===== src/rtl/alu_issue_seq.sv =====
// Issue sequencer in front of the 16-bit ripple ALU: decodes the function onto the
// ALU controls, holds operands while the carry chain settles, adds SLT and shifts.
//
// state | meaning
// IDLE  | in_ready high, waiting for a request
// EXEC  | operands held on the ALU, wait counter running
// SHIFT | shifting one bit per cycle, ALU untouched
// DONE  | result held until the consumer takes it
module alu_issue_seq #(
    parameter int DATA_W   = 16,
    parameter int ALU_WAIT = 1
) (
    input  logic              clk,
    input  logic              rst,
    input  logic              in_valid,
    output logic              in_ready,
    input  logic [2:0]        in_fn,
    input  logic [DATA_W-1:0] in_a,
    input  logic [DATA_W-1:0] in_b,
    output logic [DATA_W-1:0] alu_a,
    output logic [DATA_W-1:0] alu_b,
    output logic [2:0]        alu_op,
    output logic              alu_ainvert,
    output logic              alu_bnegate,
    output logic              alu_cin,
    input  logic [DATA_W-1:0] alu_result,
    input  logic              alu_cout,
    input  logic              alu_overflow,
    output logic              out_valid,
    input  logic              out_ready,
    output logic [DATA_W-1:0] res,
    output logic              res_cout,
    output logic              res_ovf,
    output logic              res_zero
);

    typedef enum logic [1:0] {IDLE, EXEC, SHIFT, DONE} state_t;

    localparam logic [2:0] FN_AND = 3'd0;
    localparam logic [2:0] FN_OR  = 3'd1;
    localparam logic [2:0] FN_ADD = 3'd2;
    localparam logic [2:0] FN_SUB = 3'd3;
    localparam logic [2:0] FN_NOR = 3'd4;
    localparam logic [2:0] FN_SLT = 3'd5;
    localparam logic [2:0] FN_SLL = 3'd6;
    localparam logic [3:0] WAIT_LOAD = 4'(ALU_WAIT - 1);

    state_t            state, state_nxt;
    logic [2:0]        fn_q;
    logic [3:0]        cnt;
    logic [DATA_W-1:0] sh;
    logic              sh_out;
    logic              cnt_tc;
    logic              is_shift;
    logic              out_fire;

    logic [2:0]        dec_op;
    logic              dec_ainv, dec_bneg, dec_cin;
    logic [DATA_W-1:0] exec_res;
    logic              exec_cout, exec_ovf;

    assign cnt_tc   = (cnt == 4'd0);
    assign is_shift = (in_fn[2:1] == 2'b11);
    assign out_fire = out_valid && out_ready;
    assign in_ready = (state == IDLE);

    always_ff @(posedge clk) begin
        if (rst) state <= IDLE;
        else     state <= state_nxt;
    end

    always_comb begin
        state_nxt = state;
        case (state)
            IDLE:    if (in_valid) state_nxt = is_shift ? SHIFT : EXEC;
            EXEC:    if (cnt_tc) state_nxt = DONE;
            SHIFT:   if (cnt_tc) state_nxt = DONE;
            DONE:    if (out_fire) state_nxt = IDLE;
            default: state_nxt = IDLE;
        endcase
    end

    // NOR is built as (~a & ~b) on the AND path
    always_comb begin
        dec_op   = 3'b000;
        dec_ainv = 1'b0;
        dec_bneg = 1'b0;
        dec_cin  = 1'b0;
        case (in_fn)
            FN_AND: dec_op = 3'b000;
            FN_OR:  dec_op = 3'b001;
            FN_ADD: dec_op = 3'b010;
            FN_SUB, FN_SLT: begin
                dec_op   = 3'b010;
                dec_bneg = 1'b1;
                dec_cin  = 1'b1;
            end
            FN_NOR: begin
                dec_ainv = 1'b1;
                dec_bneg = 1'b1;
            end
            default: dec_op = 3'b000;
        endcase
    end

    always_comb begin
        exec_res  = alu_result;
        exec_cout = 1'b0;
        exec_ovf  = 1'b0;
        case (fn_q)
            FN_ADD, FN_SUB: begin
                exec_cout = alu_cout;
                exec_ovf  = alu_overflow;
            end
            FN_SLT: begin
                exec_res  = {{(DATA_W-1){1'b0}}, alu_result[DATA_W-1] ^ alu_overflow};
                exec_cout = alu_cout;
            end
            default: ;
        endcase
    end

    always_ff @(posedge clk) begin
        if (rst) begin
            fn_q        <= 3'd0;
            cnt         <= 4'd0;
            sh          <= '0;
            sh_out      <= 1'b0;
            alu_a       <= '0;
            alu_b       <= '0;
            alu_op      <= 3'b000;
            alu_ainvert <= 1'b0;
            alu_bnegate <= 1'b0;
            alu_cin     <= 1'b0;
            out_valid   <= 1'b0;
            res         <= '0;
            res_cout    <= 1'b0;
            res_ovf     <= 1'b0;
            res_zero    <= 1'b0;
        end else begin
            case (state)
                IDLE: if (in_valid) begin
                    fn_q <= in_fn;
                    if (is_shift) begin
                        sh     <= in_a;
                        cnt    <= in_b[3:0];
                        sh_out <= 1'b0;
                    end else begin
                        alu_a       <= in_a;
                        alu_b       <= in_b;
                        alu_op      <= dec_op;
                        alu_ainvert <= dec_ainv;
                        alu_bnegate <= dec_bneg;
                        alu_cin     <= dec_cin;
                        cnt         <= WAIT_LOAD;
                    end
                end
                EXEC: begin
                    if (cnt_tc) begin
                        res       <= exec_res;
                        res_cout  <= exec_cout;
                        res_ovf   <= exec_ovf;
                        res_zero  <= (exec_res == '0);
                        out_valid <= 1'b1;
                    end else begin
                        cnt <= cnt - 4'd1;
                    end
                end
                SHIFT: begin
                    if (cnt_tc) begin
                        res       <= sh;
                        res_cout  <= sh_out;
                        res_ovf   <= 1'b0;
                        res_zero  <= (sh == '0);
                        out_valid <= 1'b1;
                    end else begin
                        if (fn_q == FN_SLL) begin
                            sh     <= sh << 1;
                            sh_out <= sh[DATA_W-1];
                        end else begin
                            sh     <= sh >> 1;
                            sh_out <= sh[0];
                        end
                        cnt <= cnt - 4'd1;
                    end
                end
                DONE: if (out_fire) out_valid <= 1'b0;
                default: ;
            endcase
        end
    end

endmodule


===== config.mk =====
export PLATFORM = sky130hd
export DESIGN_NAME = alu_issue_seq
export DESIGN_NICKNAME = d
export VERILOG_FILES = /design/src/rtl/alu_issue_seq.sv
export SDC_FILE = /design/constraint.sdc
export NUM_CORES = 1
export LEC_CHECK = 0
export ABC_AREA = 1
export BUFFER_PORTS_ARGS = -buffer_cell sky130_fd_sc_hd__buf_2
export CAP_MARGIN = 0
export CORE_ASPECT_RATIO = 0.6
export CORE_MARGIN = 2
export CORE_UTILIZATION = 35
export CTS_BUF_LIST = sky130_fd_sc_hd__clkbuf_4
export DETAILED_ROUTE_END_ITERATION = 6
export SYNTH_ARGS = -nofsm -noshare
export SYNTH_HDL_FRONTEND = slang
export SYNTH_SLANG_ARGS = --single-unit

===== constraint.sdc =====
create_clock -name clk -period 1.4 [get_ports clk]
set_input_delay 0.07 -clock clk [delete_from_list [all_inputs] [get_ports clk]]
set_output_delay 0.07 -clock clk [all_outputs]
set_load 0.02 [all_outputs]

==> flow_summary.toml <==
[status]
run_status = "finished, violations left"
failing_checks = "negative setup slack"

[yosys]
yosys-top-cells-count = "sky130_fd_sc_hd__nor2_1, sky130_fd_sc_hd__dfxtp_1, sky130_fd_sc_hd__o21ai_0, sky130_fd_sc_hd__a21oi_1, sky130_fd_sc_hd__nand2_1"
syn-cell-area_um2 = 3860
synth.lib_cells_used.distinct = 31
synth-async-reset-ratio_pct = 0
synth_cells = 531
synthDominantAreaCellType = "sky130_fd_sc_hd__dfxtp_1"
total_of_flip_flops_plus_latches_after_synthesis = 83
yosysMostFrequentCell = "sky130_fd_sc_hd__nor2_1"
synth_area_per_cell_um2 = 7.27
synth_edf_count = 0
biggest_area_contributors_in_the_synthesized_netlist = "sky130_fd_sc_hd__dfxtp_1, sky130_fd_sc_hd__o21ai_0, sky130_fd_sc_hd__a21oi_1"
synth-seq-area-share_pct = 43.0
post-synth-top-area-fraction_pct = 43.0
ys_dominant_reg_cell = "sky130_fd_sc_hd__dfxtp_1"
post_synth_net_total = 594
yosys_warnings = 0

[route]
post_drt_via_cell_ratio = 5.21
drc_errors = 0
detail-route-antenna-nets = 0
totalWireLength_um = 14300
route.vias.total = 4535
drt-pass1-iter-count = 5
routedWlPerCell_um = 16.4
drtIter0Drc = 346

[sta]
finClkSkew_ps = 10.7
final.min_clock_period_ps = 1480
post-route-period-util_pct = 105
fmax_ghz = 0.677
final.setup.worst_slack_ps = -76.8
final.hold.worst_slack_ps = 16.5
total_count_of_max_transition_violations_in_the_final_report = 0
final.setup.tns_ps = -1320
rsz_0062_raised_after_global_routing = "yes"
setup_viol = 60
final_hold_viol_count = 0

[worst_setup_path]
timing.critical_path.to_type = "flop"
worstRegToRegCells = 8
slowest_stage = "sky130_fd_sc_hd__dfxtp_4"
crit_family = "buffers and inverters"
critical_path.most_common_cell = "sky130_fd_sc_hd__buf_6"
crit_chain = "inv_6, ha_4, buf_6, o21ai_4, inv_4, buf_4, buf_6, a31oi_1"
slowest_delay_ps = 400
worstPathMaxFanout = 7
reg2reg_slack_ps = -80
r2r_startpoint = "state[0]"
timing.rr.end = "res_cout"
worstSetupPathType = "reg -> reg"
worst-path-buf-inv = 5
critPathRequiredTime_ps = 1790
critical_path_arrival_ps = 1870
worstSetupStartpointType = "flop"

[min_path]
worst_hold_path_type = "in -> reg"
hold_start = "out_ready"
hold-path-endpoint = "out_valid"
hold-path-cell-count = 5

[clocking]
clock-sinks = 83
cell_at_the_root_of_the_clock_tree = "sky130_fd_sc_hd__clkbuf_4"
tritoncts = "built"
worstSkewPairLatency_ps = 460
path_clk_slew_ps = 140
cts-root-to-sink-buffers = 2
cts_inserted_buffers = 9
h-tree-depth = 3

[floorplanning]
io-pin-count = 116
initial_core_util_pct = 36.2
die_height_um = 85.3
die_area_um2 = 11900
rows = 29
die-width_um = 140
core_region_area_um2 = 10700

[pwr]
static_leakage_nw = 2.66
power.density_cell_area_nw_per_um2 = 1850
irDropWorstVdd_v = 0.000894

[layout]
fillCellCount = 997
multi_input_area_um2 = 2080
area.sequential_um2 = 1670
area.growth.synth_to_final_pct = 53.7
design_area_um2 = 5930
nets = 790
final_layout_size_suffix_gt1_share_pct = 35.7
num_antenna_cells = 0
finish.cell_count_without_fillers = 871

[global_route]
first_global_vias = 4077
grt_antenna_before_repair = 0
grt_start_max_net_pins = 74
grt_first_pass_wirelength_um = 21300
gr-usage-all-layers_pct = 22.4
total_congestion_overflow_after_global_routing = 0

[place]
dpl-instance-area_um2 = 4730
pre_cts_ws_ps = -69.8
hpwl_um = 9200
gpl_wtd_cong = 0.866
dp_cells = 784
port_buffers = 114

[run]
drv.max_cap_violation_count = 0
[worst reg2reg max path, cell delays in order (launching register included)]
cell	delay [ps]
sky130_fd_sc_hd__dfxtp_4	400
sky130_fd_sc_hd__inv_6	50
sky130_fd_sc_hd__ha_4	170
sky130_fd_sc_hd__buf_6	120
sky130_fd_sc_hd__o21ai_4	170
sky130_fd_sc_hd__inv_4	80
sky130_fd_sc_hd__buf_4	140
sky130_fd_sc_hd__buf_6	130
sky130_fd_sc_hd__a31oi_1	160
[report_power, final]
part           total, W  leakage, nW  internal, W  switching [W]
logic           0.00583         1.90      0.00242        0.00340
registers       0.00371        0.684      0.00315       0.000566
clock network   0.00142       0.0733     0.000537       0.000878
total            0.0110         2.66      0.00611        0.00485
[flip-flops by register name (all words and copies together) (netlist names)]
signal       cells
res             16
res_cout         1
alu_ainvert      1
out_valid        1
cnt              4
sh_out           1
res_zero         1
alu_b           16
state            2
fn_q             3
res_ovf          1
alu_cin          1
alu_op           2
alu_a           16
alu_bnegate      1
sh              16
[placed cells by master (no fill, tap or decap), drive strengths merged]
cell type / synthesis / routed
a211oi: 2 / 2
a21oi: 69 / 69
a22oi: 5 / 5
a31oi: 11 / 11
buf: 23 / 158
bufinv: 0 / 1
clkbuf: 11 / 13
clkinv: 1 / 6
clkinvlp: 0 / 3
conb: 1 / 1
dfxtp: 83 / 83
dlygate4sd3: 0 / 56
ha: 6 / 6
inv: 41 / 40
nand2: 56 / 56
nand3: 33 / 33
nand4: 2 / 2
nor2: 85 / 85
nor3: 2 / 2
o21ai: 97 / 97
o22ai: 2 / 2
or2: 1 / 1
[final cells by class]
| class | instances | share of cell area (%) |
|---|---|---|
| Clock buffer | 9 | 1.14 |
| Clock inverter | 7 | 1.16 |
| Inverter | 42 | 3.02 |
| Multi-Input combinational cell | 372 | 35.1 |
| Sequential cell | 83 | 28.2 |
| Tap cell | 139 | 2.93 |
| Timing Repair Buffer | 218 | 28.3 |
| Timing Repair inverter | 1 | 0.0844 |
[timing repair]
| item | CTS | global route |
|---|---|---|
| hold buffers | 56 | 0 |
| pin swaps | 5 | 7 |
| cloned | 1 | 6 |
| hold endpoints to repair | 73 | 0 |
| gates resized for setup | 32 | 75 |
| buffers inserted | 3 | 5 |
| endpoints found under the setup margin | 64 | 76 |
[worst max-delay path by stage]
stage,startpoint,cells after the start,slack [ps],endpoint
after detailed placement,cnt[0],10,-70,sh[14]
final,state[0],8,-80,res_cout
after global routing,state[0],8,-140,res_cout
after CTS,state[1],8,-30,sh[12]
after global placement,state[1],9,-70,cnt[1]
after floorplan,state[0],9,-9,res[14]
[per-stage QoR]
| stage | util (%) | power (W) |
|---|---|---|
| after floorplan | - | 0.00666 |
| after global placement | 44.3 | 0.00821 |
| after detailed placement | 44.3 | 0.00826 |
| after CTS | 52.1 | 0.0101 |
| after global routing | 55.6 | 0.0116 |
| final | 55.6 | 0.0110 |
[cell families after synthesis]
logic type / count (synthesis) / share of synthesized area, %
adder cells (fa/ha/maj): 6 / 1.94
buffers and inverters: 76 / 9.89
flip-flops: 83 / 43.0
AO/OA/AOI/OAI: 186 / 25.6
other: 1 / 0.0972
AND/OR/NAND/NOR: 179 / 19.4
[layer usage]
metal | GRT usage [%] | up-vias | wire, µm
met3 | 4.63 | 10 | 1130
met2 | 32.2 | 200 | 5980
met5 | 0 | - | 0
li1 | - | 2188 | -
met1 | 34.4 | 2137 | 7080
met4 | 4.18 | 0 | 104
No activity file was read; power rests on OpenSTA's default activity.
